`config.mk`:
```
export PLATFORM = sky130hd
export DESIGN_NAME = pipe_mux_n
export DESIGN_NICKNAME = d
export VERILOG_FILES = /design/src/rtl/pipe_mux_n.sv
export SDC_FILE = /design/constraint.sdc
export NUM_CORES = 1
export LEC_CHECK = 0
export CAP_MARGIN = 10
export CORE_MARGIN = 1
export CORE_UTILIZATION = 40
export DETAILED_ROUTE_END_ITERATION = 12
export PLACE_DENSITY = 0.81
export SYNTH_ARGS = -nofsm -noshare
export SYNTH_HDL_FRONTEND = slang
export SYNTH_SLANG_ARGS = --single-unit
```
`constraint.sdc`:
```
create_clock -name clk -period 1.8 [get_ports clk]
set_input_delay 0.36 -clock clk [delete_from_list [all_inputs] [get_ports clk]]
set_output_delay 0.36 -clock clk [all_outputs]
set_load 0.02 [all_outputs]
```
`src/rtl/pipe_mux_n.sv`:
```
// N-input, WIDTH-bit registered selector with a valid/ready handshake and a 2-entry skid buffer.
// Define PIPE_MUX_BYPASS_EN for a 0-cycle pass-through whenever both entries are empty.
module pipe_mux_n #(
  parameter int WIDTH  = 32,
  parameter int NUM_IN = 4,
  parameter int SEL_W  = 2
) (
  input  logic                    clk,
  input  logic                    reset,
  input  logic [NUM_IN*WIDTH-1:0] in_bus,
  input  logic [SEL_W-1:0]        sel,
  input  logic                    in_valid,
  output logic                    in_ready,
  output logic [WIDTH-1:0]        out_data,
  output logic                    out_valid,
  input  logic                    out_ready,
  output logic                    sel_err,
  input  logic                    err_clr
);

  logic             main_v;
  logic             skid_v;
  logic [WIDTH-1:0] main_d;
  logic [WIDTH-1:0] skid_d;
  logic [WIDTH-1:0] sel_val;
  logic             sel_oor;
  logic             accept;
  logic             pop;

  // Out-of-range selects produce zero rather than aliasing onto another input.
  always_comb begin
    sel_val = '0;
    sel_oor = (32'(sel) >= NUM_IN);
    for (int k = 0; k < NUM_IN; k++) begin
      if (sel == SEL_W'(k)) begin
        sel_val = in_bus[k*WIDTH +: WIDTH];
      end
    end
  end

  assign in_ready = ~skid_v;
  assign accept   = in_valid & in_ready;

`ifdef PIPE_MUX_BYPASS_EN
  logic bypass_act;
  assign bypass_act = ~main_v & ~skid_v;
  assign out_valid  = bypass_act ? in_valid : main_v;
  assign out_data   = bypass_act ? sel_val : main_d;
`else
  assign out_valid  = main_v;
  assign out_data   = main_d;
`endif

  assign pop = out_valid & out_ready;

  // In bypass mode a popped accept from the empty state completes immediately and stores nothing.
  always_ff @(posedge clk) begin
    if (reset) begin
      main_v <= 1'b0;
      skid_v <= 1'b0;
      main_d <= '0;
      skid_d <= '0;
    end else if (!main_v) begin
      if (accept && !pop) begin
        main_v <= 1'b1;
        main_d <= sel_val;
      end
    end else if (!skid_v) begin
      if (accept && pop) begin
        main_d <= sel_val;
      end else if (accept) begin
        skid_v <= 1'b1;
        skid_d <= sel_val;
      end else if (pop) begin
        main_v <= 1'b0;
      end
    end else if (pop) begin
      main_d <= skid_d;
      skid_v <= 1'b0;
    end
  end

  always_ff @(posedge clk) begin
    if (reset) begin
      sel_err <= 1'b0;
    end else if (accept && sel_oor) begin
      sel_err <= 1'b1;
    end else if (err_clr) begin
      sel_err <= 1'b0;
    end
  end

endmodule
```
* Word level (Yosys, flattened, before mapping)
Cells that the tools add are included.
Storage, ports and cells: register bits 66
Cells by class: equal/unequal tests 5, muxes and demuxes 18, bitwise logic cells 4, reductions and logical operators 7
Operators with widths (count):
- 32-bit 2-to-1 mux | 9
- 1-bit 2-to-1 mux | 9
- 2-bit equality test, second input constant | 2
- 4-bit AND reduction | 1
- 3-bit by 1-bit inequality test with 1-bit output, second input constant | 1
- 3-bit by 2-bit inequality test with 1-bit output, second input constant | 1
- 3-bit AND reduction | 1
- 1-bit AND | 2
- 2-bit by 1-bit equality test with 1-bit output, second input constant | 1
- 1-bit logical AND | 2
- 2-bit logical NOT | 1
- 1-bit NOT | 2
- 2-bit nonzero test | 1
- 1-bit logical NOT | 1

* Depth between registers and ports, before layout
Gate-level depths: netlist of run 1.
depth after elaboration 8, depth in mapped cells 6

* Least setup slack after synthesis of run 1
OpenSTA, ideal clock, no wires.
path kind reg-to-reg, start point register main_v, in the netlist out_valid, end point register main_d[10], in the netlist out_data[10], arrival 1.353 ns, data required time 1.648 ns, setup slack 0.295 ns, stages on the path, launching flop included 6, buffers on the path 2, period minus slack after synthesis 1.505 ns, path through dfxtp_1 > buf_2 > nand2_1 > clkbuf_1 > a211oi_1 > a221oi_2
On the way: cells in the longest elaborated chain, start to end 5, elaborated cells on any way between the ends 9
RTL lines:
- start, declared | RTL line 21 | logic main_v;
- start signal, assigned | RTL line 59 | main_v <= 1'b0;
- start signal, assigned | RTL line 65 | main_v <= 1'b1;
- start signal, assigned | RTL line 75 | main_v <= 1'b0;
- 1-bit AND | RTL line 54 | assign pop = out_valid & out_ready;
- 1-bit logical NOT | RTL line 64 | if (accept && !pop) begin
- 1-bit logical AND | RTL line 64
- 2-bit nonzero test (no line)
- 3-bit AND reduction (no line)
- end signal, assigned | RTL line 66 | main_d <= sel_val;
- end signal, assigned | RTL line 70 | main_d <= sel_val;
- end signal, assigned | RTL line 78 | main_d <= skid_d;
- end, declared | RTL line 23 | logic [WIDTH-1:0] main_d;
Parallel ways exist; a longest one is shown, timed or not. A chain may end at the register's enable or synchronous reset.

* Worst setup path in the final report of run 1
start point register skid_v, end point output port in_ready
On the way: cells in the longest elaborated chain, start to end 1
RTL lines:
- start, declared | RTL line 22 | logic skid_v;
- start signal, assigned | RTL line 60 | skid_v <= 1'b0;
- start signal, assigned | RTL line 72 | skid_v <= 1'b1;
- start signal, assigned | RTL line 79 | skid_v <= 1'b0;
- 1-bit NOT (no line)
- end, declared | RTL line 13 | output logic in_ready,
Every way passes these cells.

==> metrics.csv, run 1 <==
stage,metric,value,unit
cts,clkSlewWorstSetupHoldPaths,0.06,ns
pwr,ir_drop,0.000390,V
detailed_routing,drtPass1Iterations,6,
sta,fmax,583,MHz
sta,rsz0062_at_grt,false,
final_layout,insertedDiodeCount,0,
place,place.gp.congestion,0.752,
cts,clk_path_buf_depth,2,
run,max-cap-violations,0,
cts,postCtsSetupBuffers,0,
detailed_routing,wl_per_cell,16.3,µm
synthesis,synthAdderAreaFrac,0,%
floorplan,rows,35,
cts,clock_latency,0.34,ns
synthesis,synth.avg_cell_area,9.45,µm²
global_route,grt_pass1_vias,3944,
sta,finalCritPeriodShare,95.3,%
global_route,antenna_found_initial,0,
detailed_routing,vias,3795,
synthesis,synth_cells,416,
synthesis,synth_nets,551,
cts,cts_sinks,66,
floorplan,start_util,41.9,%
critical_path,path_class,reg -> out,
cts,cts_hold_buf,0,
hold_path,hp-class,reg -> reg,
final_layout,nFillCells,795,
final_layout,drive_gt1_share,17.9,%
synthesis,seq_area_frac_synth,33.6,%
synthesis,synth_flop_cell,dfxtp_1,
final_layout,postLayoutCellArea,5930,µm²
synthesis,ys_async_sr_fraction,0,%
floorplan,io_pins,170,
global_route,grt-ovfl-total,0,
cts,cts_inserted_buffers,9,
critical_path,cp.required,1.44,ns
critical_path,crit_path_start_kind,flip-flop,
place,dpl_cell_area,5740,µm²
pwr,power.leakage,0.00224,µW
detailed_routing,viasPerCell,5.40,
detailed_routing,ant_nets,0,
synthesis,netlist_area,3930,µm²
sta,worst_pin_slew,0.573,ns
sta,slew_headroom,61.8,%
critical_path,cp-end-kind,primary output,
synthesis,yosysTopAreaCell,dfxtp_1,
detailed_routing,drc,0,
synthesis,synth_compound_gate_area_share,23.0,%
floorplan,die_h,101,µm
sta,hold_ws,0.452,ns
sta,finalSetupViolCount,0,
critical_path,path_max_fanout,4,
synthesis,synth.area.mux_share,18.3,%
global_route,grt_pass1_wl,18.3,mm
synthesis,synth_top_family_by_area,compound AO/OA/AOI/OAI gates,
cts,cts_max_level,3,
detailed_routing,detail_route.iter0.violations,168,
floorplan,die_area,10200,µm²
sta,hold_violations,0,
final_layout,fin_nets,704,
synthesis,synth_top_area_share,33.6,%
final_layout,multi_input_area,2260,µm²
place,dp.cells,687,
place,dp_hpwl,8.28,mm
sta,finalCriticalPeriod,1.72,ns
floorplan,dieWidth,101,µm
detailed_routing,wl,11.5,mm
pwr,power_density,705,nW/µm²
final_layout,seq_area,1320,µm²
synthesis,synth-xor-area-share,0,%
sta,final_max_slew_viol_count,0,
synthesis,ys_ff_latch,66,
sta,fin_skew,0.00758,ns
synthesis,synth_edf_count,0,
floorplan,core_area,9370,µm²
cts,clockRootBuffer,clkbuf_8,
synthesis,synth_cell_type_count,22,
final_layout,area_growth_syn_to_layout,51.0,%
synthesis,netlist_top_cells_area,"dfxtp_1 34%, mux4_2 18%, a221oi_2 11%",
critical_path,arrival,1.36,ns
final_layout,final_cells,703,
cts,cts_tree,yes,
status,status,"finished, final reports clean",
cts,cts.repair.resized,0,
place,port_buffers,167,
synthesis,yosys.area_share.simple,15.3,%
synthesis,ys_warn_count,0,
global_route,track_usage,23.0,%
global_route,grt_start_max_net_pins,67,
-- final timing paths --
path,from,endpoint,slack [ns],cells past startpoint
max,skid_v,in_ready,0.08,2
min,skid_d[12],skid_d[12],0.45,2
max reg2reg,out_valid,out_data[22],0.17,4
min reg2reg,skid_d[12],skid_d[12],0.45,2
-- power breakdown --
group	switching (µW)	internal [µW]	leakage [µW]	total, µW
clock network	545	716	0.000101	1260
logic	600	706	0.00160	1310
registers	53.0	1570	0.000541	1620
total	1200	2990	0.00224	4180
-- flip-flops by register name (all words and copies together), names as in the netlist --
name and cells:
skid_d 32, skid_v 1, out_data 32, out_valid 1
-- cells in the final DEF, fill, tap and decap left out --
cell and instances:
clkbuf_8 11, a21o_4 1, nand2_1 99, clkinv_2 1
a211oi_1 33, and3_1 32, or2_1 1, a221oi_1 2
conb_1 1, buf_12 3, clkdlybuf4s50_1 165, bufinv_16 1
a221oi_2 30, o21ai_0 1, dfxtp_1 66, inv_1 34
clkbuf_1 3, nand4bb_2 1, buf_2 2, nor4bb_4 1
a21oi_1 34, nor2_4 1, buf_4 19, mux4_2 32
-- synthesized netlist by cell type, types with 2 or more instances --
cell type and instances:
and3_1 32, dfxtp_1 66, buf_1 3, buf_4 2
nand2_1 99, inv_1 34, a221oi_2 30, mux4_2 32
a21oi_1 34, buf_6 7, buf_2 8, a221oi_1 2
a211oi_1 33, clkbuf_1 26
-- metrics by stage --
| step | total power [µW] | setup WS (ns) | setup TNS, ns | utilization [%] |
|---|---|---|---|---|
| after global placement | 2920 | -0.0423 | -1.11 | 61.2 |
| final | 4180 | 0.0849 | 0 | 63.3 |
| after floorplan | 2360 | 0.295 | 0 | - |
| after CTS | 4210 | 0.0653 | 0 | 63.3 |
| after detailed placement | 2960 | -0.0788 | -2.19 | 61.2 |
| after global routing | 4370 | 0.0339 | 0 | 63.3 |
-- logic make-up (layout without fill, tap and decap cells) --
family / count (synthesis) / count (layout)
AOI/OAI and AO/OA: 101 / 101
buffers and inverters: 81 / 239
DFF: 66 / 66
muxes: 32 / 32
other: 1 / 1
and+or+nand+nor: 135 / 135
-- critical path, stage by stage (launching register included) --
cell             delay, ns
dfxtp_1               0.34
inv_1                 0.08
clkdlybuf4s50_1       0.60
-- final cells by class --
cell class                      instances  share of cell area, %
Multi-Input combinational cell        269                   38.1
Sequential cell                        66                   22.3
Tap cell                              129                   2.72
Timing Repair Buffer                  189                   31.4
Clock buffer                           14                   2.74
Clock inverter                          2                  0.590
Inverter                               34                   2.15
-- per-layer routing --
layer,part of all wire (%),vias up,GRT usage [%]
met4,2.3,0,8.36
met5,0,-,0
met3,7.7,20,5.27
met1,39,1764,26.0
met2,51,196,42.1
li1,-,1815,-
No activity file was read; power rests on OpenSTA's default activity.
==> inputs of run 2 (changes only) <==
REMOVE_ABC_BUFFERS = 1   (was not set)
TNS_END_PERCENT = 20   (was not set)
==> run 2 against run 1 <==
- maximum frequency fell by 1.5%
- critical endpoint unchanged
- non-clock buffer count rose by 2
- highest routed layer unchanged
- first-iteration DRC count increased by 15%
- register-to-register slack improved by 0.05 ns
==> metrics.csv, run 2 (synthesized netlist as in run 1, its figures left out) <==
stage,metric,value,unit,change
status,status,"finished, final reports clean",,
sta,rsz0062_at_grt,false,,
cts,cts_sinks,66,,unchanged
cts,clk_path_buf_depth,2,,unchanged
detailed_routing,drtPass1Iterations,4,,-2
critical_path,cpMaxStageDelayCell,clkdlybuf4s50_1,,
detailed_routing,ant_nets,0,,unchanged
floorplan,die_h,101,µm,unchanged
detailed_routing,drc,0,,unchanged
final_layout,nFillCells,789,,-0.75%
sta,final_max_slew_viol_count,0,,unchanged
critical_path,crit_path_start_kind,flip-flop,,
global_route,grt_start_max_net_pins,67,,unchanged
cts,cts_hold_buf,0,,unchanged
cts,postCtsSetupBuffers,0,,unchanged
critical_path,path_max_fanout,4,,unchanged
pwr,ir_drop,0.000387,V,-0.80%
sta,finalSetupViolCount,0,,unchanged
critical_path,crit_family,buffers and inverters,,
sta,fin_tns_setup,0,ns,unchanged
final_layout,fin_nets,706,,+0.28%
global_route,grtUsageMet2,43.0,%,+0.94 points
final_layout,final_cell_mix,"163 x clkdlybuf4s50_1, 99 x nand2_1, 66 x dfxtp_1",,
critical_path,cp_slowest_stage_delay,0.63,ns,+0.03 ns
place,dp_slack,-0.0496,ns,+0.0291 ns
detailed_routing,vias,3810,,+0.40%
global_route,grt_pass1_vias,3919,,-0.63%
place,port_buffers,167,,unchanged
final_layout,final_common_cell,clkdlybuf4s50_1,,
floorplan,start_util,41.9,%,unchanged
cts,clockRootBuffer,clkbuf_8,,
cts,clock_latency,0.34,ns,about the same
final_layout,area_growth_syn_to_layout,52.4,%,
sta,fin_skew,0.00451,ns,-0.00307 ns
detailed_routing,viasPerCell,5.40,,+0.11%
sta,layout_setup_ws,0.0596,ns,-0.0253 ns
hold_path,hp-class,reg -> reg,,
critical_path,crit_path_cell_trace,inv_1 -> clkdlybuf4s50_1,,
floorplan,die_area,10200,µm²,unchanged
cts,cts.repair.resized,1,,+1
critical_path,cp-end-kind,primary output,,
global_route,top_usage_layer,met2,,
critical_path,cp.required,1.44,ns,about the same
sta,fmax,575,MHz,-1.5%
floorplan,core_area,9370,µm²,unchanged
place,dp_hpwl,8.26,mm,-0.33%
floorplan,dieWidth,101,µm,unchanged
sta,finalCritPeriodShare,96.7,%,+1.4 points
run,max-cap-violations,0,,unchanged
global_route,grt_use_met1,25.4,%,-0.56 points
floorplan,io_pins,170,,unchanged
global_route,grt-ovfl-total,0,,unchanged
pwr,power_density,685,nW/µm²,-2.9%
cts,cts_inserted_buffers,9,,unchanged
detailed_routing,wl,11.3,mm,-1.0%
global_route,use_met3,4.99,%,-0.28 points
final_layout,final_cells,705,,+0.28%
pwr,power.leakage,0.00227,µW,+1.5%
sta,finalCriticalPeriod,1.74,ns,+0.0253 ns
pwr,total_power,4100,µW,-2.0%
sta,hold_ws,0.452,ns,+0.000170 ns
global_route,track_usage,23.0,%,+0.059 points
sta,hold_violations,0,,unchanged
global_route,antenna_found_initial,0,,unchanged
cts,cts_tree,yes,,
place,dp.cells,689,,+0.29%
critical_path,path_class,reg -> out,,
detailed_routing,detail_route.iter0.violations,193,,+15%
detailed_routing,wl_per_cell,16.1,µm,-1.3%
place,place.gp.congestion,0.699,,-7.0%
floorplan,rows,35,,unchanged
final_layout,drive_gt1_share,18.6,%,+0.63 points
cts,clkSlewWorstSetupHoldPaths,0.07,ns,about the same
critical_path,arrival,1.38,ns,+0.02 ns
cts,cts_max_level,3,,unchanged
global_route,grt_pass1_wl,18.3,mm,+0.22%
critical_path,crit_buf_inv,2,,unchanged
final_layout,insertedDiodeCount,0,,unchanged
run 2: final timing paths:
path | startpoint | end | slack [ns] | cells past startpoint
setup / recovery | skid_v | in_ready | 0.06 | 2
hold / removal | skid_d[16] | skid_d[16] | 0.45 | 2
setup reg to reg | out_valid | skid_d[24] | 0.22 | 5
hold reg to reg | skid_d[16] | skid_d[16] | 0.45 | 2
run 2: area by class of cell:
type	count	area, µm²	area share (%)
clock inverter	2	10.0	0.167
tap	129	161	2.69
multi-input combinational	269	2260	37.7
timing repair buffer	191	1940	32.3
inverter	34	128	2.13
sequential	66	1320	22.1
clock buffer	14	173	2.88
run 2: metal layers:
| metal | vias to the layer above | share of wire (%) |
|---|---|---|
| met3 | 17 | 7.0 |
| met1 | 1810 | 38 |
| met4 | 0 | 1.7 |
| met2 | 166 | 53 |
| met5 | - | 0 |
| li1 | 1817 | - |
run 2: stage by stage:
stage                     util [%]  instance area [µm²]
after global routing          63.9                 5990
after detailed placement      62.0                 5810
after CTS                     63.9                 5990
after floorplan                  -                 3680
final                         63.9                 5990
after global placement        62.0                 5810
run 2: power by group:
group          switching [µW]  total, µW  internal [µW]  leakage, µW
clock                     542       1150            610    0.0000965
combinational             597       1330            732      0.00164
sequential               53.7       1620           1570     0.000541
total                    1190       4100           2910      0.00227
run 2: worst reg2reg max path, delay by kind of cell, from the launching register on:
kind / cells / cell delay (ns)
compound gates: 1 / 0.13
buf+inv: 2 / 0.57
flops: 1 / 0.44
simple gates: 2 / 0.37
==> inputs of run 3 (changes only) <==
CTS_CLUSTER_SIZE = 28   (was not set)
==> results of run 3 <==
Same layout as run 2: the final DEF is identical, and so are final timing and power.
